## config.mk

```make
export PLATFORM = sky130hd
export DESIGN_NAME = rvv_strip_encoder
export DESIGN_NICKNAME = d
export VERILOG_FILES = /design/src/rtl/rvv_strip_encoder_pkg.sv /design/src/rtl/rvv_strip_encoder.sv
export SDC_FILE = /design/constraint.sdc
export NUM_CORES = 1
export LEC_CHECK = 0
export CORE_MARGIN = 8
export CORE_UTILIZATION = 51
export CTS_BUF_LIST = sky130_fd_sc_hd__clkbuf_16
export DETAILED_ROUTE_END_ITERATION = 10
export HOLD_SLACK_MARGIN = 0.03
export PLACE_DENSITY = 0.83
export SLEW_MARGIN = 25
export SYNTH_ARGS = -nofsm -noshare
export SYNTH_HDL_FRONTEND = slang
export SYNTH_SLANG_ARGS = --single-unit
```

## constraint.sdc

```tcl
create_clock -name clk_i -period 4.6 [get_ports clk_i]
set_input_delay 0.92 -clock clk_i [delete_from_list [all_inputs] [get_ports clk_i]]
set_output_delay 0.92 -clock clk_i [all_outputs]
set_load 0.03 [all_outputs]
```

## src/rtl/rvv_strip_encoder_pkg.sv

```systemverilog
// Shared RVV types and pure encoders for the strip-mining instruction generator.
// Everything here is combinational; the top module only sequences and registers.
package rvv_strip_encoder_pkg;

   localparam logic [6:0] OpcodeVec = 7'b1010111;

   typedef enum logic [2:0] {
      EW8    = 3'd0,
      EW16   = 3'd1,
      EW32   = 3'd2,
      EW64   = 3'd3,
      EW128  = 3'd4,
      EW256  = 3'd5,
      EW512  = 3'd6,
      EW1024 = 3'd7
   } vew_e;

   typedef enum logic [2:0] {
      LMUL_1    = 3'd0,
      LMUL_2    = 3'd1,
      LMUL_4    = 3'd2,
      LMUL_8    = 3'd3,
      LMUL_RSVD = 3'd4,
      LMUL_1_8  = 3'd5,
      LMUL_1_4  = 3'd6,
      LMUL_1_2  = 3'd7
   } vlmul_e;

   typedef struct packed {
      logic   vill;
      logic   vma;
      logic   vta;
      vew_e   vsew;
      vlmul_e vlmul;
   } vtype_t;

   typedef enum logic [2:0] {
      OPIVV = 3'b000,
      OPFVV = 3'b001,
      OPMVV = 3'b010,
      OPIVI = 3'b011,
      OPIVX = 3'b100,
      OPFVF = 3'b101,
      OPMVX = 3'b110,
      OPCFG = 3'b111
   } opcodev_func3_e;

   // Fractional codes 5..7 encode 1/8, 1/4, 1/2: the right-shift amount is 8 - code.
   function automatic logic [31:0] vlmax(vew_e vsew, vlmul_e vlmul, int unsigned vlen);
      logic [31:0] base;
      base = (vlen / 32'd8) >> vsew;
      if (vlmul[2])
         return base >> (4'd8 - {1'b0, vlmul});
      else
         return base << vlmul;
   endfunction

   function automatic logic vtype_legal(vtype_t vt, int unsigned elen);
      int unsigned sew;
      sew = 32'd8 << vt.vsew;
      if (vt.vlmul == LMUL_RSVD)
         return 1'b0;
      if (sew > elen)
         return 1'b0;
      if (vt.vlmul[2] && (sew > (elen >> (4'd8 - {1'b0, vt.vlmul}))))
         return 1'b0;
      return 1'b1;
   endfunction

   function automatic logic [31:0] enc_vsetvli(vtype_t vt, logic [4:0] rs1, logic [4:0] rd);
      return {1'b0, 3'b000, vt.vma, vt.vta, vt.vsew, vt.vlmul, rs1, OPCFG, rd, OpcodeVec};
   endfunction

   function automatic logic [31:0] enc_vsetivli(vtype_t vt, logic [4:0] uimm5, logic [4:0] rd);
      return {2'b11, 2'b00, vt.vma, vt.vta, vt.vsew, vt.vlmul, uimm5, OPCFG, rd, OpcodeVec};
   endfunction

   function automatic logic [31:0] enc_varith(logic [5:0] func6, logic vm, logic [4:0] vs2,
                                              logic [4:0] vs1, opcodev_func3_e func3,
                                              logic [4:0] vd);
      return {func6, vm, vs2, vs1, func3, vd, OpcodeVec};
   endfunction

endpackage

```

## src/rtl/rvv_strip_encoder.sv

```systemverilog
// Strip-mining RVV instruction generator: one job in, alternating vset/arith words out
// until the application vector length is used up.
//
// state | meaning
// IDLE  | ready for a job; rejects illegal jobs, finishes avl==0 jobs immediately
// VSET  | presenting vsetvli/vsetivli for the current strip
// ARITH | presenting the arithmetic word; on handshake retires vl elements
module rvv_strip_encoder
   import rvv_strip_encoder_pkg::*;
#(
   parameter int unsigned VLEN     = 4096,
   parameter int unsigned ELEN     = 64,
   parameter int unsigned AvlWidth = 32
) (
   input  logic                clk_i,
   input  logic                rst_i,
   input  logic                job_valid_i,
   output logic                job_ready_o,
   input  logic [AvlWidth-1:0] job_avl_i,
   input  vtype_t              job_vtype_i,
   input  logic [5:0]          job_func6_i,
   input  opcodev_func3_e      job_func3_i,
   input  logic                job_vm_i,
   input  logic [4:0]          job_vd_i,
   input  logic [4:0]          job_vs2_i,
   input  logic [4:0]          job_vs1_i,
   input  logic [4:0]          job_rs1_i,
   input  logic [4:0]          job_rd_i,
   output logic                instr_valid_o,
   input  logic                instr_ready_i,
   output logic [31:0]         instr_o,
   output logic [AvlWidth-1:0] vl_o,
   output logic                done_o,
   output logic                err_o
);

   typedef enum logic [1:0] {
      IDLE  = 2'd0,
      VSET  = 2'd1,
      ARITH = 2'd2
   } state_e;

   state_e         state;
   logic [AvlWidth-1:0] remaining;
   logic           vma_q;
   logic           vta_q;
   vew_e           vsew_q;
   vlmul_e         vlmul_q;
   logic [5:0]     func6_q;
   opcodev_func3_e func3_q;
   logic           vm_q;
   logic [4:0]     vd_q;
   logic [4:0]     vs2_q;
   logic [4:0]     vs1_q;
   logic [4:0]     rs1_q;
   logic [4:0]     rd_q;

   vtype_t              vtype_q;
   logic [31:0]         vlmax_job;
   logic [31:0]         vlmax_q;
   logic                job_ok;
   logic [AvlWidth-1:0] rem_next;
   logic                unused_vill;

   // vill is a read-only status bit; a request cannot set it.
   assign unused_vill = job_vtype_i.vill;

   function automatic logic [AvlWidth-1:0] clamp_vl(logic [AvlWidth-1:0] rem, logic [31:0] vmax);
      if (64'(rem) < 64'(vmax))
         return rem;
      else
         return AvlWidth'(vmax);
   endfunction

   // Short remainders fit the 5-bit immediate, so no scalar register is needed.
   function automatic logic [31:0] vset_word(vtype_t vt, logic [AvlWidth-1:0] rem,
                                             logic [4:0] rs1, logic [4:0] rd);
      if (rem < AvlWidth'(32))
         return enc_vsetivli(vt, rem[4:0], rd);
      else
         return enc_vsetvli(vt, rs1, rd);
   endfunction

   always_comb begin
      vtype_q   = '{vill: 1'b0, vma: vma_q, vta: vta_q, vsew: vsew_q, vlmul: vlmul_q};
      vlmax_job = vlmax(job_vtype_i.vsew, job_vtype_i.vlmul, VLEN);
      vlmax_q   = vlmax(vsew_q, vlmul_q, VLEN);
      job_ok    = vtype_legal(job_vtype_i, ELEN) &&
                  ((job_func3_i == OPIVV) || (job_func3_i == OPIVX) || (job_func3_i == OPIVI));
      rem_next  = remaining - vl_o;
   end

   always_ff @(posedge clk_i) begin
      if (rst_i) begin
         state         <= IDLE;
         job_ready_o   <= 1'b1;
         instr_valid_o <= 1'b0;
         instr_o       <= '0;
         vl_o          <= '0;
         done_o        <= 1'b0;
         err_o         <= 1'b0;
         remaining     <= '0;
         vma_q         <= 1'b0;
         vta_q         <= 1'b0;
         vsew_q        <= EW8;
         vlmul_q       <= LMUL_1;
         func6_q       <= '0;
         func3_q       <= OPIVV;
         vm_q          <= 1'b0;
         vd_q          <= '0;
         vs2_q         <= '0;
         vs1_q         <= '0;
         rs1_q         <= '0;
         rd_q          <= '0;
      end else begin
         done_o <= 1'b0;
         err_o  <= 1'b0;
         case (state)
            IDLE: begin
               if (job_valid_i && job_ready_o) begin
                  remaining <= job_avl_i;
                  vma_q     <= job_vtype_i.vma;
                  vta_q     <= job_vtype_i.vta;
                  vsew_q    <= job_vtype_i.vsew;
                  vlmul_q   <= job_vtype_i.vlmul;
                  func6_q   <= job_func6_i;
                  func3_q   <= job_func3_i;
                  vm_q      <= job_vm_i;
                  vd_q      <= job_vd_i;
                  vs2_q     <= job_vs2_i;
                  vs1_q     <= job_vs1_i;
                  rs1_q     <= job_rs1_i;
                  rd_q      <= job_rd_i;
                  if (!job_ok) begin
                     err_o <= 1'b1;
                  end else if (job_avl_i == '0) begin
                     done_o <= 1'b1;
                  end else begin
                     state         <= VSET;
                     job_ready_o   <= 1'b0;
                     instr_valid_o <= 1'b1;
                     vl_o          <= clamp_vl(job_avl_i, vlmax_job);
                     instr_o       <= vset_word(job_vtype_i, job_avl_i, job_rs1_i, job_rd_i);
                  end
               end
            end
            VSET: begin
               if (instr_ready_i) begin
                  state   <= ARITH;
                  instr_o <= enc_varith(func6_q, vm_q, vs2_q, vs1_q, func3_q, vd_q);
               end
            end
            ARITH: begin
               if (instr_ready_i) begin
                  remaining <= rem_next;
                  if (rem_next == '0) begin
                     state         <= IDLE;
                     instr_valid_o <= 1'b0;
                     job_ready_o   <= 1'b1;
                     done_o        <= 1'b1;
                  end else begin
                     state   <= VSET;
                     vl_o    <= clamp_vl(rem_next, vlmax_q);
                     instr_o <= vset_word(vtype_q, rem_next, rs1_q, rd_q);
                  end
               end
            end
            default: begin
               state         <= IDLE;
               instr_valid_o <= 1'b0;
               job_ready_o   <= 1'b1;
            end
         endcase
      end
   end

endmodule

```

* Word level (Yosys, flattened, before mapping) *
Cells that the tools add are included.

operators by class
  $add $sub $neg = 3
  magnitude comparators = 6
  equal/unequal tests = 12
  shift operators = 8
  muxes and demuxes = 60
  bitwise logic cells = 3
  reduce and logical (&&, ||, !) cells = 18

operators by type and width
  kind                     count
  $mux W32                 19
  $pmux W32 S2             2
  $pmux W32 S3             1
  $logic_not A32 Y1        2
  $lt A32 B32 Y1           2
  $lt A32 B6 Y1 const B    2
  $shl A32 B3 Y32          2
  $shr A10 B3 Y32 const A  2
  $shr A32 B4 Y32          2
  $gt A32 B32 Y1           1
  $gt A32 B7 Y1 const B    1
  $shl A4 B3 Y32 const A   1
  $shr A7 B4 Y32 const A   1
  $sub A32 B32 Y32         1
  $mux W1                  29
  $ne A2 B2 Y1 const B     7
  $reduce_and A6 Y1        2
  $mux W2                  5
  $sub A4 B3 Y4 const A    2
  $reduce_and A7 Y1        1
  $eq A3 B3 Y1 const B     2
  $pmux W1 S3              2
  $pmux W2 S3              1
  $reduce_and A5 Y1        1
  14 further kinds         19

storage, ports and cells
  register bits after elaboration = 145
  input port bits = 80
  output and inout bits = 68
  logic and storage cells = 130

* Logic depth before layout (Yosys ltp) *
Gate-level depths: netlist of run 1.

  depth in word-level cells = 14
  depth in mapped cells = 23
  depth with buffers taken out = 20

* Worst setup path after synthesis of run 1 *
Ideal clock, no wire load.

  path kind = input port to flip-flop
  start point = input job_vtype_i[0] in the netlist's numbering
  end point = register instr_o[14]
  library setup time = 0.086 ns
  arrival time = 4.493 ns
  data required time = 4.514 ns
  setup slack = 0.022 ns
  cell stages on the path = 17
  buffers on the path = 2
  path through = inv_1 > ha_1 > ha_1 > clkbuf_1 > o31a_1 > nand2_1 > ha_1 > a21o_1 > a21o_1 > a21oi_1 > o221ai_1 > o31ai_1 > nand2_1 > a211oi_1 > clkbuf_1 > a21oi_1 > a211oi_1

on the way
  longest elaborated chain between the ends = 13
  elaborated cells between the ends (all ways) = 16
  classes of those cells = 1 x add/sub; 1 x order compare; 2 x eq/ne; 1 x shift; 8 x mux; 3 x reduce/logical

RTL lines
  item                                  line                         RTL
  start, declared                       rvv_strip_encoder.sv:20      input vtype_t job_vtype_i,
  $sub A4 B3 Y4                         rvv_strip_encoder_pkg.sv:65  if (vt.vlmul[2] && (sew > (elen >> (4'd8 - {1'b0, vt.vlmul}))))
  $shr A7 B4 Y32                        rvv_strip_encoder_pkg.sv:65
  $gt A32 B32 Y1                        rvv_strip_encoder_pkg.sv:65
  $logic_and A1 B1 Y1                   rvv_strip_encoder_pkg.sv:65
  $mux W1 (2 in series)                 rvv_strip_encoder_pkg.sv:65
  $mux W1                               rvv_strip_encoder_pkg.sv:63  if (sew > elen)
  $mux W1                               rvv_strip_encoder_pkg.sv:67  return 1'b1;
  $mux W1                               rvv_strip_encoder_pkg.sv:65
  $mux W1 *                             rvv_strip_encoder_pkg.sv:63
  $logic_and A1 B1 Y1 *                 rvv_strip_encoder.sv:88      job_ok = vtype_legal(job_vtype_i, ELEN) &&
  $ne A2 B2 Y1 (no source line) *       --
  $reduce_and A7 Y1 (no source line) *  --
  end signal, assigned                  rvv_strip_encoder.sv:143     instr_o <= vset_word(job_vtype_i, job_avl_i, job_rs1_i, job_rd_i);
  end signal, assigned                  rvv_strip_encoder.sv:150     instr_o <= enc_varith(func6_q, vm_q, vs2_q, vs1_q, func3_q, vd_q);
  end signal, assigned                  rvv_strip_encoder.sv:164     instr_o <= vset_word(vtype_q, rem_next, rs1_q, rd_q);
  end, declared                         rvv_strip_encoder.sv:31      output logic [31:0] instr_o,

Every way passes the cells marked *; elsewhere a longest branch is shown, timed or not. The select of a mux whose other input is x is not followed.
A chain may end at the register's enable or synchronous reset.

* Worst setup path in the final report of run 1 *
  start point = input job_vtype_i[0] in the netlist's numbering
  end point = register instr_o[31]

Same word-level chain as after synthesis.

==> results of run 1 <==
==> critical path: stages <==
cell and delay, ns:
clkdlybuf4s50_1 0.47, inv_1 0.05, ha_1 0.22, ha_4 0.31
buf_4 0.12, o31a_1 0.19, nand2_1 0.09, ha_1 0.30
a21o_1 0.17, a21o_1 0.17, a21oi_1 0.18, o221ai_2 0.19
o31ai_2 0.30, nand2_2 0.16, a211oi_4 0.29, a21boi_0 0.30
o211a_1 0.22, nor3_1 0.05
==> per-stage QoR <==
step,cell area (um^2),setup TNS (ns),util [%],hold slack (ns)
after floorplan,10800,0,-,0.432
after global placement,12900,-9.89,62.2,0.441
after detailed placement,12900,-16.95,62.2,0.447
after CTS,13600,0,65.1,0.457
after global routing,13700,0,65.8,0.478
final,13700,0,65.8,0.456
==> logic make-up after synthesis <==
logic type | after synthesis
AOI/OAI and AO/OA | 461
xor gates and xnor gates | 21
adders and majority gates | 80
buffers and inverters | 168
DFF | 139
muxes | 49
other | 2
and+or+nand+nor | 500
==> flip-flops by register name (all words and copies together) (netlist names), 3 cells and up <==
name       flops
vl_o          32
rs1_q          5
remaining     32
vlmul_q        3
rd_q           5
vsew_q         3
func3_q        3
instr_o       26
func6_q        6
vs2_q          5
vs1_q          5
vd_q           5
==> power breakdown <==
part           switching [mW]  internal [mW]
combinational            2.99           2.00
clock                   0.688          0.743
sequential              0.174           1.45
==> cells in the mapped netlist (21+ instances only) <==
master	instances
nand2_1	187
a21oi_1	145
dfxtp_1	139
nor2_1	114
ha_1	79
clkbuf_1	71
o21ai_0	64
inv_1	61
a211oi_1	48
mux2i_1	40
nand3_1	35
nor3_1	31
a21o_1	28
nand2b_1	21
==> layer usage <==
metal  part of all wire [%]  vias to the layer above  track usage, %
met2                     47                      607            44.7
li1                       -                     5554               -
met3                    8.1                      121            5.75
met4                    4.2                        0            12.5
met5                      0                        -               0
met1                     41                     5535            34.2
==> cell type report <==
cell class / instances / area (um^2) / share of cell area (%)
Multi-Input combinational cell: 1121 / 7440 / 54.3
Sequential cell: 139 / 2780 / 20.3
Tap cell: 275 / 344 / 2.51
Inverter: 63 / 236 / 1.73
Clock buffer: 17 / 425 / 3.11
Timing Repair Buffer: 251 / 2270 / 16.6
Clock inverter: 15 / 196 / 1.43
==> worst max path at each step <==
stage	to	slack, ns	cells past startpoint
final	instr_o[31]	0.18	18
after global routing	vl_o[5]	0.02	21
after CTS	instr_o[17]	0.03	19
after detailed placement	instr_o[17]	-0.39	19
after global placement	vl_o[11]	-0.29	20
after floorplan	instr_o[14]	0.02	17
==> what timing repair did <==
action / 4_1_cts / 5_1_grt
endpoints found under the hold margin: 0 / 0
endpoints found under the setup margin: 0 / 46
gates resized for setup: 0 / 29
==> metrics, run 1 <==
Post-Synth Simple-Gate Area=22.5%; clock tree buffer depth=2; Clock Root Buffer=clkbuf_16; H-tree lvl count=4; placed cells=1849; CP required=4.90 ns; Diodes inserted=0; vias per cell=6.28; Tot Pwr=8.05 mW; Die Y=161 um; layout cells sized above 1=13.4%; post-route ant nets=0; max_cap viols=0; most common flop cell mapped by yosys=dfxtp_1; Synth Instances=1420; number of buffers added on ports=144; Worst VDD drop=280 uV; largest area contributor in the netlist=dfxtp_1; origin of the critical flop-to-flop path=vl_o[0]; Post-synth EDFFs=0; Seq cells post-synth=139; largest cells by area after synthesis=dfxtp_1 26%, ha_1 9.2%, a21oi_1 6.8%; CTS buffer count=17; TritonCTS clock tree=done; post-CTS setup buffer count=0; most common cell after layout, fill and taps aside=nand2_1; clock slew at reported path FFs=0.08 ns; CP arrival=4.72 ns; CTS Sinks=139; largest net degree at the start of global routing=72; Post-Route WL=36.7 mm; hold path startpoint=vma_q; most frequent cells in the layout=186 x nand2_1, 143 x clkdlybuf4s50_1, 141 x a21oi_1, 139 x dfxtp_1, 114 x nor2_1; I/O pin cnt=148; status=completed; first-pass GRT wire length=58.6 mm; Worst slew margin=30.1%; max-slew violation count=0; drt first-iter violations=1156; Die X=161 um; Fillers=1771; Worst Max-Slew Pin Slew=1.05 ns; Tcrit/Tclk final=96.1%; post-synthesis cell type count=88; Worst Path Class, Setup=primary input to register; via count=11.8k; yosys warns=0; worst min path class=register to register; Core Footprint=20800 um^2; mapped cell area=10700 um^2; Worst setup SP type=primary input; Synth top area share=25.9%; pwr dens=587 nW/um^2; global-route usage over all layers=27.4%; area growth from synthesis to layout=27.8%; Worst R2R End=vl_o[11]; Compound-Gate Fraction of Synth Area=29.1%; total die area=25900 um^2; GPL Wtd Cong=0.945; Async S/R FF share, synth=0%; crit path time final=4.42 ns; clock skew=0.0150 ns; mux share of post-synthesis cell area=4.71%; CP endpoint kind=register; vias in the first global route=11.4k; Lkg Pwr=5.22 nW; dpl hpwl=27.1 mm; Final Non-Filler Cells=1881; post-synthesis sequential area ratio=25.9%; # nets final=1753; CTS Hold Bufs=0; total grt overflow=0; Peak Freq=0.226 GHz; Starting Density=51.5%; R2R Setup Slk=0.21 ns; largest family of logic cells by synthesized area=compound AO/OA/AOI/OAI gates; FP Rows=53; Final Hold Viols=0; Hold Path Depth=2; DRC Markers=0; unrepaired setup endpoints after global routing=no; min setup slack post-route=0.181 ns; WHS Endpoint=vma_q; DR WL/cell=19.5 um; Synth Area in Adders=9.40%; initial antenna violation count=0; CP Max Fanout=5; Avg Inst Size Synth=7.55 um^2; Critical Path Start=job_vtype_i[0]; post-synthesis xor/xnor area fraction=1.79%; Worst Reg-to-Reg Cells=20; final setup fails=0; 1st-pass router iterations=5; dpl ws=-0.395 ns; Clk Latency, worst-skew pair=0.44 ns
Power figures use the tool's default switching activity.
==> run 2, diff against run 1 <==
CORE_UTILIZATION = 56   (was 51)
PLACE_DENSITY = 0.86   (was 0.83)
clock period = 4.39 ns   (was 4.6 ns; I/O delays follow)
==> run 2 against run 1 <==
Compared with the run above: global-route usage grew 3.1 points; critical path depth grew 3; non-clock buffer count grew 26; clock-buffer cell count is the same; power grew 11%; routed wire length grew 3.1%; cell count shrank 0.80%; sequential share of layout area shrank 0.41 points; sequential power grew 5%; clock skew shrank 0.0014 ns; register-to-register slack lost 0.16 ns; critical path type is now register to register; critical endpoint is now vl_o[5]; largest power group unchanged.
==> metrics, run 2 (synthesis results as in run 1) <==
number of buffers added on ports=144; switch share=47.8%; origin of the critical flop-to-flop path=vl_o[1]; Final Hold Viols=0; Top Registers=remaining (32), vl_o (32), instr_o (26); net load switching power=4.26 mW; CP required=4.72 ns; min setup slack post-route=0.0526 ns; Worst R2R End=vl_o[5]; crit path time final=4.34 ns; Worst Reg-to-Reg Cells=21; Tcrit/Tclk final=98.8%; worst min path class=register to register; CP endpoint kind=register; clock tree buffer depth=2; Worst slew margin=33.5%; CTS Sinks=139; Post-Route WL=37.8 mm; 1st-pass router iterations=6; register area=2790 um^2; clock slew at reported path FFs=0.07 ns; total die area=23800 um^2; H-tree lvl count=4; CTS buffer count=17; Lkg Pwr=5.41 nW; Internal=4.64 mW; unrepaired setup endpoints after global routing=yes; GPL Wtd Cong=0.992; Worst setup SP type=register; Starting Density=57.1%; Die X=154 um; Clk Latency, worst-skew pair=0.45 ns; Peak Freq=0.231 GHz; Largest stage delay, worst path=0.37 ns; Tot Pwr=8.90 mW; dpl hpwl=27.6 mm; R2R Setup Slk=0.05 ns; DRC Markers=0; Cell Chain, Critical Path=inv_1 -> ha_1 -> nor2b_1 -> o2111ai_2 -> a21oi_2 -> buf_4 -> o21ai_0 -> and2_4 -> ha_1 -> a21o_1 -> a21o_1 -> a21oi_1 -> o21ai_1 -> a211oi_2 -> o21ai_2 -> a21oi_2 -> buf_4 -> nand4_4 -> buf_6 -> mux2i_1 -> a311oi_1; vias in the first global route=11.7k; DP Area=13000 um^2; drt first-iter violations=1350; pwr dens=636 nW/um^2; CP Max Fanout=6; Critical Path Start=vl_o[1]; max-slew violation count=0; global-route usage over all layers=30.6%; Diodes inserted=0; # nets final=1779; WHS Endpoint=func3_q[1]; post-route ant nets=0; multi-input logic area=7560 um^2; final core utilization=74.6%; Worst VDD drop=323 uV; Clock Root Buffer=clkbuf_16; initial antenna violation count=0; Worst Max-Slew Pin Slew=0.997 ns; area growth from synthesis to layout=30.5%; dpl ws=-0.588 ns; Die Y=154 um; design area=14000 um^2; Worst Path Class, Setup=register to register; max_cap viols=0; Core Footprint=18800 um^2; Hold Path Depth=2; most frequent cells in the layout=186 x nand2_1, 141 x clkdlybuf4s50_1, 137 x a21oi_1, 137 x dfxtp_1, 128 x buf_4; status=completed; hold path startpoint=func3_q[1]; FP Rows=50; Comb power frac=64.1%; largest net degree at the start of global routing=89; I/O pin cnt=148; most common cell after layout, fill and taps aside=nand2_1; Fillers=1401; register share of total power=19.1%; first-pass GRT wire length=59.9 mm; TritonCTS clock tree=done; DR WL/cell=20.3 um; CP arrival=4.67 ns; Critical-path top delay cell=o2111ai_2; layout cells sized above 1=16.5%; total grt overflow=0; final setup fails=0; via count=12.1k; vias per cell=6.47; clock skew=0.0136 ns; WHS=0.459 ns; clock group share of total power=16.8%
## run 2: what timing repair did
action	CTS	global route
pin swaps	6	30
hold buffers	0	0
gates cloned	0	0
setup endpoints to repair	17	47
setup buffers	4	7
resized for setup	13	55
## run 2: layout make-up
class                           instances  area share (%)
Tap cell                              234            2.09
Timing Repair Buffer                  277            17.8
Clock buffer                           17            3.04
Clock inverter                         15            1.44
Sequential cell                       139            19.9
Inverter                               63            1.69
Multi-Input combinational cell       1121            54.0
## run 2: power groups by stage
stage	Combinational (mW)	Clock (mW)	Sequential [mW]
6_report	5.70	1.49	1.70
3_3_place_gp	5.09	0	1.71
3_5_place_dp	5.19	0	1.71
2_1_floorplan	3.19	0	1.88
5_1_grt	6.11	1.56	1.72
4_1_cts	5.32	1.50	1.69
## run 2: per-stage QoR
stage | cells | TNS (ns)
3_5_place_dp | 1823 | -19.99
3_3_place_gp | 1823 | -14.39
5_1_grt | 1866 | -1.30
4_1_cts | 1859 | -0.0106
6_report | 1866 | 0
2_1_floorplan | 1428 | 0
## run 2: metal layers
layer | share of wire, % | up-vias | GRT usage, % | wire length (um)
met5 | 0 | - | 0 | 0
met2 | 47 | 721 | 51.2 | 17800
met3 | 9.2 | 137 | 5.54 | 3500
met1 | 39 | 5623 | 37.2 | 14900
li1 | - | 5599 | - | -
met4 | 4.4 | 0 | 15.0 | 1660
## run 2: critical path: cells and delay by family, from the launching register on
family	cells	cell delay (ns)
AOI/OAI and AO/OA	11	2.18
buffers and inverters	4	0.54
adders and majority gates	2	0.53
and+or+nand+nor	3	0.50
DFF	1	0.34
muxes	1	0.13
## run 2: worst max path at each step
stage / end / slack (ns) / cells past startpoint
global placement: vl_o[15] / -0.43 / 21
global route: vl_o[5] / -0.13 / 23
detailed placement: vl_o[5] / -0.59 / 18
finish: vl_o[5] / 0.05 / 21
CTS: vl_o[5] / -0.01 / 22
floorplan: vl_o[4] / 0.06 / 22
==> run 3, diff against run 2 <==
CORE_MARGIN = 1   (was 8)
SKIP_LAST_GASP = 1   (was default)
==> run 3 against run 2 <==
Compared with the run above: routed wire length down 1.8%; register-to-register slack worse by 0.04 ns; via count grew 1.2%; first-iteration DRC count is 14% lower; flip-flop and latch count stayed put; non-clock buffer count fell by 11; combinational power fell by 1%; sequential power about the same; worst hold slack got worse by 0.0033 ns; power down 0.94%; highest routed layer unchanged.
==> metrics, run 3 (synthesis results as in run 1) <==
status=completed; Worst slew margin=47.5%; Top Registers=remaining (32), vl_o (32), instr_o (26); total die area=19700 um^2; clock group share of total power=16.8%; # nets final=1768; Starting Density=57.1%; met2 Resource Use GR=60.4%; Worst Path Class, Setup=register to register; clock slew at reported path FFs=0.08 ns; Final Non-Filler Cells=1855; clock skew=0.0162 ns; largest net degree at the start of global routing=75; Critical-path top delay cell=fa_2; most common cell after layout, fill and taps aside=nand2_1; Largest stage delay, worst path=0.42 ns; CP Max Fanout=6; placed cells=1813; Tcrit/Tclk final=99.7%; post-route ant nets=0; via count=12.2k; crit path time final=4.38 ns; DP Area=12900 um^2; CP delay by family, top=compound AO/OA/AOI/OAI gates; CP endpoint kind=register; vias per cell=6.59; origin of the critical flop-to-flop path=remaining[0]; final setup fails=0; multi-input logic area=7610 um^2; Lkg Pwr=5.34 nW; met1 Usage GRT=46.1%; max-slew violation count=0; Worst VDD drop=326 uV; worst min path class=register to register; busiest grt layer=met2; Fillers=1433; Clock Root Buffer=clkbuf_16; Worst setup SP type=register; clock tree buffer depth=2; Clk Latency, worst-skew pair=0.45 ns; design area=14000 um^2; CTS Sinks=139; final core utilization=74.4%; Die X=140 um; Internal=4.54 mW; register area=2790 um^2; CP arrival=4.71 ns; Critical Path Start=remaining[0]; drt first-iter violations=1166; Worst Reg-to-Reg Cells=20; most frequent cells in the layout=186 x nand2_1, 143 x clkdlybuf4s50_1, 137 x a21oi_1, 137 x dfxtp_1, 115 x buf_4; switch share=48.5%; CTS buffer count=17; FP Rows=50; Worst R2R End=vl_o[8]; pwr dens=631 nW/um^2; GPL Wtd Cong=0.997; net load switching power=4.27 mW; area growth from synthesis to layout=30.2%; Tot Pwr=8.81 mW; H-tree lvl count=4; Post-Route WL=37.2 mm; 1st-pass router iterations=8; Worst Max-Slew Pin Slew=0.788 ns; CTS Hold Bufs=0; Core Footprint=18800 um^2; R2R Setup Slk=0.01 ns; vias in the first global route=11.3k; register share of total power=19.4%; DR WL/cell=20.0 um; cell depth of the worst setup path=20; grt met3 use=6.63%; CP required=4.73 ns; number of buffers added on ports=144; Peak Freq=0.229 GHz; dpl hpwl=26.0 mm; Die Y=140 um; TritonCTS clock tree=done; max_cap viols=0; I/O pin cnt=148; Comb power frac=63.8%; first-pass GRT wire length=57.5 mm; total grt overflow=0; Final Hold Viols=0; global-route usage over all layers=36.5%; CP Capture Point=vl_o[8]; Cell Chain, Critical Path=inv_2 -> ha_4 -> inv_2 -> fa_2 -> a211oi_4 -> o211ai_4 -> a211oi_2 -> nor2_1 -> xor2_1 -> ha_1 -> a21o_1 -> a21oi_2 -> o21ai_1 -> a211oi_2 -> o21ai_2 -> a21oi_2 -> nand4_4 -> buf_6 -> mux2i_1 -> a311oi_2; layout cells sized above 1=15.8%; CP Buf/Inv Count=3; initial antenna violation count=0; DRC Markers=0; Diodes inserted=0
-- run 3: cell types whose count changed in the layout (fill, tap and decap cells not counted), sizes merged --
cell | before | now
buf | 134 | 122
clkdlybuf4s50 | 141 | 143
dlymetal6s2s | 2 | 0
clkinv | 11 | 9
clkbuf | 17 | 18
inv | 67 | 69
-- run 3: how the worst min path moves through the flow --
| stage | start | end | slack [ns] | cells after the start |
|---|---|---|---|---|
| 2_1_floorplan | func6_q[2] | func6_q[2] | 0.43 | 2 |
| 3_3_place_gp | vta_q | vta_q | 0.44 | 2 |
| 3_5_place_dp | rd_q[3] | rd_q[3] | 0.45 | 2 |
| 4_1_cts | rd_q[4] | rd_q[4] | 0.46 | 2 |
| 5_1_grt | rd_q[4] | rd_q[4] | 0.48 | 2 |
| 6_report | vma_q | vma_q | 0.46 | 2 |
-- run 3: worst min-delay path, stage by stage (launching register included) --
cell     delay, ns
dfxtp_1       0.31
nand2_1       0.05
a21oi_1       0.05
-- run 3: routing by layer --
metal  wire length [um]  up-vias
li1                   -     5584
met1              14700     5699
met2              17400      783
met3               3470      154
met4               1520        0
met5                  0        -
-- run 3: layout make-up --
cell class,count,share of cell area [%]
multi-input combinational,1121,54.5
clock inverter,15,1.34
timing repair buffer,266,17.4
sequential,139,20.0
clock buffer,17,3.05
tap,234,2.10
inverter,63,1.69
-- run 3: through the flow --
step / setup WS, ns / hold WS [ns] / setup TNS [ns]
after floorplan: 0.0576 / 0.432 / 0
after global routing: -0.0900 / 0.481 / -1.09
final: 0.0150 / 0.455 / 0
after CTS: -0.0548 / 0.456 / -0.0550
after global placement: -0.435 / 0.441 / -15.45
after detailed placement: -0.537 / 0.446 / -24.14
-- run 3: what timing repair did --
item / 4_1_cts / 5_1_grt
gates cloned: 0 / 1
endpoints found under the setup margin: 21 / 61
setup buffers: 2 / 7
pin swaps: 3 / 28
gates resized for setup: 7 / 68
-- run 3: power groups by stage --
stage	registers [mW]	logic [mW]	clock network, mW
after global routing	1.73	5.99	1.54
after detailed placement	1.72	5.09	0
after global placement	1.71	4.98	0
after floorplan	1.88	3.19	0
final	1.71	5.62	1.48
after CTS	1.70	5.18	1.48
==> patch 1, RTL diff (settings of run 1) <==
Put one more register stage on the output `err_o`. The value now appears one clock later. The other outputs are not delayed to match.
--- a/src/rtl/rvv_strip_encoder.sv
+++ b/src/rtl/rvv_strip_encoder.sv
@@ -41,2 +41,4 @@
    } state_e;
+
+   logic err_s0;
 
@@ -100,3 +102,3 @@
          done_o        <= 1'b0;
-         err_o         <= 1'b0;
+         err_s0        <= 1'b0;
          remaining     <= '0;
@@ -116,3 +118,3 @@
          done_o <= 1'b0;
-         err_o  <= 1'b0;
+         err_s0 <= 1'b0;
          case (state)
@@ -134,3 +136,3 @@
                   if (!job_ok) begin
-                     err_o <= 1'b1;
+                     err_s0 <= 1'b1;
                   end else if (job_avl_i == '0) begin
@@ -176,2 +178,6 @@
 
+   always_ff @(posedge clk_i) begin
+      err_o <= err_s0;
+   end
+
 endmodule
Function: changed (a bounded check fails within 4 cycles, from zero or initial values and one cycle with rst_i high).
==> patch 1 against run 1 <==
- sequential cell count rose by 1
- synthesized area is 0.19% higher
- utilization is essentially flat
- final cell count grew 0.11%
- count of clock-buffer cells in the layout stayed put
- first-iteration DRC count shrank 6.8%
- critical path depth grew 3
- power decreased by 0.25%
- global-route usage down 0.45 points
- wire length is 0.56% lower
- largest cell class unchanged
- worst hold slack lost 130 ps
- design area about the same
- worst setup slack better by 1.8 ps
- largest power group unchanged
==> patch 1: results <==
{
  "status": "complete, no violations",
  "dpl_cell_area_um2": 12950,
  "syn_inst": 1421,
  "met3WireLength_um": 3622,
  "critPathArrivalTime_ps": 4750,
  "start_util_pct": 51.60,
  "drtPass1Iterations": 7,
  "track_usage_pct": 26.97,
  "post-route-period-util_pct": 96.03,
  "seq_area_frac_synth_pct": 26.09,
  "synthTopCellsByCount": "187 x nand2_1, 145 x a21oi_1, 140 x dfxtp_1, 114 x nor2_1, 79 x ha_1",
  "synth.area.top_cells": "dfxtp_1 26%, ha_1 9.2%, a21oi_1 6.8%, nand2_1 6.5%, nor2_1 4.0%",
  "grt_pass1_vias": 11365,
  "wirelength_um": 36490,
  "wire_per_inst_um": 19.38,
  "path_max_fanout": 4,
  "drtIter0Drc": 1077,
  "route.met2.wl_um": 17290,
  "power_leakage_nw": 5.229,
  "grtUsageMet3_pct": 6.134,
  "gr-usage-met2_pct": 45.63,
  "ir_drop_v": 0.0003142,
  "grtUsageMet1_pct": 32.65,
  "worstReg2RegEnd": "vl_o[1]",
  "dp_hpwl_um": 26820,
  "globalplace.congestion": 0.9850,
  "endpoint": "vl_o[11]",
  "dp_cells": 1847,
  "finalPower_mw": 8.026,
  "slowest_delay_ps": 490,
  "wl_met1_um": 14290,
  "post-place-ws_ps": -411.8,
  "p_comb_share_pct": 62.0
}
patch 1: cell count changes after synthesis:
| cell | delta |
|---|---|
| dfxtp_1 | +1 |
patch 1: layout make-up:
type	instances	area, µm²
Clock buffer	17	425.4
Clock inverter	15	193.9
Fill cell	1759	7131
Inverter	63	236.5
Multi-Input combinational cell	1121	7393
Sequential cell	140	2804
Tap cell	275	344.1
Timing Repair Buffer	252	2295
patch 1: cells by family (layout without fill, tap and decap cells):
family / count (synthesis) / after routing / synth area share (%)
AOI/OAI and AO/OA: 461 / 461 / 29.08
DFF: 140 / 140 / 26.09
muxes: 49 / 49 / 4.705
adders and majority gates: 80 / 80 / 9.386
xor gates and xnor gates: 21 / 21 / 1.782
and+or+nand+nor: 500 / 500 / 22.49
buffers and inverters: 168 / 347 / 6.405
other: 2 / 10 / 0.06990
patch 1: timing repair:
action	in CTS	in global routing
endpoints found under the setup margin	0	46
resized for setup	0	21
buffers inserted	0	4
==> patch 2, RTL diff (config.mk and constraints of run 1) <==
Made on the original files. `AvlWidth`: 32 -> 64.
--- a/src/rtl/rvv_strip_encoder.sv
+++ b/src/rtl/rvv_strip_encoder.sv
@@ -12,3 +12,3 @@
    parameter int unsigned ELEN     = 64,
-   parameter int unsigned AvlWidth = 32
+   parameter int unsigned AvlWidth = 64
 ) (
Ports: changed (resized job_avl_i and vl_o); port bits go from 148 to 212. No check against the original RTL was run, so the function may have changed too.
==> patch 2 against run 1 <==
- worst setup slack worse by 170 ps
- sequential share of layout area fell by 2.0 points
- first-iteration DRC count is 53% higher
- clock power is 34% higher
- sequential cell count rose by 64
- design area is 62% higher
- non-clock buffer count grew 325
- synthesized area grew 52%
- die area rose by 46%
- largest power group unchanged
- largest cell class unchanged
- critical endpoint is now vl_o[5]
- power increased to 2.7 times the old value
- global-route usage up 7.7 points
- wire length grew 92%
==> patch 2: results <==
{
  "ir_drop_v": 0.0004936,
  "synthTopCellsByCount": "270 x nand2_1, 225 x a21oi_1, 203 x dfxtp_1, 198 x nor2_1, 112 x clkbuf_1",
  "synth.area.top_cells": "dfxtp_1 25%, ha_1 8.3%, a21oi_1 6.9%, nand2_1 6.2%, nor2_1 4.6%",
  "status": "complete, no violations",
  "seq_area_frac_synth_pct": 24.93,
  "path_max_fanout": 8,
  "drtPass1Iterations": 6,
  "wl_met1_um": 26980,
  "drive_above_1_share_pct": 20.28,
  "worstReg2RegEnd": "vl_o[5]",
  "insertion_delay_ps": 560,
  "antenna_found_initial": 2,
  "met3WireLength_um": 5394,
  "synth_cell_types": 102,
  "dp_hpwl_um": 55010,
  "cpMaxStageDelayCell": "a2111o_1",
  "r2r_start": "vl_o[13]",
  "slowest_delay_ps": 590,
  "fin_nets": 2877,
  "worst_pin_slew_ps": 1023,
  "r2r_setup_slack_ps": 10,
  "whs_ps": 455.9,
  "clk_pin_slew_ps": 60,
  "critical-path-top-delay-family": "simple AND/OR/NAND/NOR gates",
  "wirelength_um": 70410,
  "track_usage_pct": 35.08,
  "top_regs": "remaining: 64 flops, vl_o: 64 flops, instr_o: 26 flops",
  "critPathArrivalTime_ps": 4980,
  "route.met2.wl_um": 34040,
  "grt_max_degree": 126,
  "hold_end": "func3_q[2]"
}
==> patch 2: cell count changes after synthesis, sizes merged, moves of 29 or more <==
cell / delta
a21oi: +80
clkbuf: +46
dfxtp: +64
ha: +29
inv: +37
nand2: +83
nand3: +29
nand4: +35
nor2: +83
nor3: +56
o21ai: +40
==> patch 2: how the worst max path moves through the flow <==
stage,slack (ps),end,startpoint,cells past startpoint
CTS,-0.8,vl_o[4],remaining[0],22
global route,-70,vl_o[7],remaining[0],18
finish,10,vl_o[5],vl_o[13],16
global placement,-450,vl_o[8],job_vtype_i[1],19
floorplan,3,vl_o[2],job_vtype_i[0],22
detailed placement,-550,vl_o[9],job_vtype_i[1],20
==> patch 2: metrics by stage <==
stage	area [µm²]	setup TNS [ps]	setup WS (ps)
CTS	21880	-0.7505	-0.7505
global route	22260	-622.7	-68.58
finish	22260	0	9.605
floorplan	16330	0	2.931
detailed placement	20810	-26600	-548.7
global placement	20810	-20150	-446.7
==> patch 2: where the power goes <==
group	switching [mW]	internal (mW)	total (mW)	leakage, nW
Combinational	10.2	7.10	17.3	6.76
Sequential	0.338	2.25	2.59	1.66
Clock	0.830	1.09	1.92	0.391
Total	11.4	10.4	21.8	8.81
==> patch 2: cell type report <==
cell class	count	share of cell area [%]
diodes	1	0.01124
well taps	402	2.260
flip-flops and latches	203	18.27
multi-input cells	1753	52.00
repair buffers	576	22.34
clock buffers	23	2.586
clock inverters	19	0.8600
inverters	99	1.669
==> patch 2: cells by family after synthesis <==
| family | after synthesis | synth area share [%] |
|---|---|---|
| AND/OR/NAND/NOR | 868 | 26.30 |
| AO/OA/AOI/OAI | 661 | 26.77 |
| buffers and inverters | 262 | 7.146 |
| flip-flops | 203 | 24.93 |
| adder cells (fa/ha/maj) | 109 | 8.413 |
| multiplexers | 63 | 3.976 |
| XOR/XNOR | 45 | 2.418 |
| other | 2 | 0.04607 |
==> patch 2: what timing repair did <==
item | CTS | global route
buffers inserted | 15 | 9
pin swaps | 20 | 38
setup endpoints to repair | 93 | 94
resized for setup | 33 | 63
==> patch 2: metal layers <==
metal / track usage (%) / vias up
met5: 0 / -
met4: 17.13 / 2
met3: 5.459 / 224
met2: 62.44 / 973
met1: 40.50 / 9245
li1: - / 9034
==> patch 2: tightest hold or removal path, stage by stage (launching register included) <==
cell	delay (ps)
dfxtp_1	310
nand2_1	50
a21oi_1	50
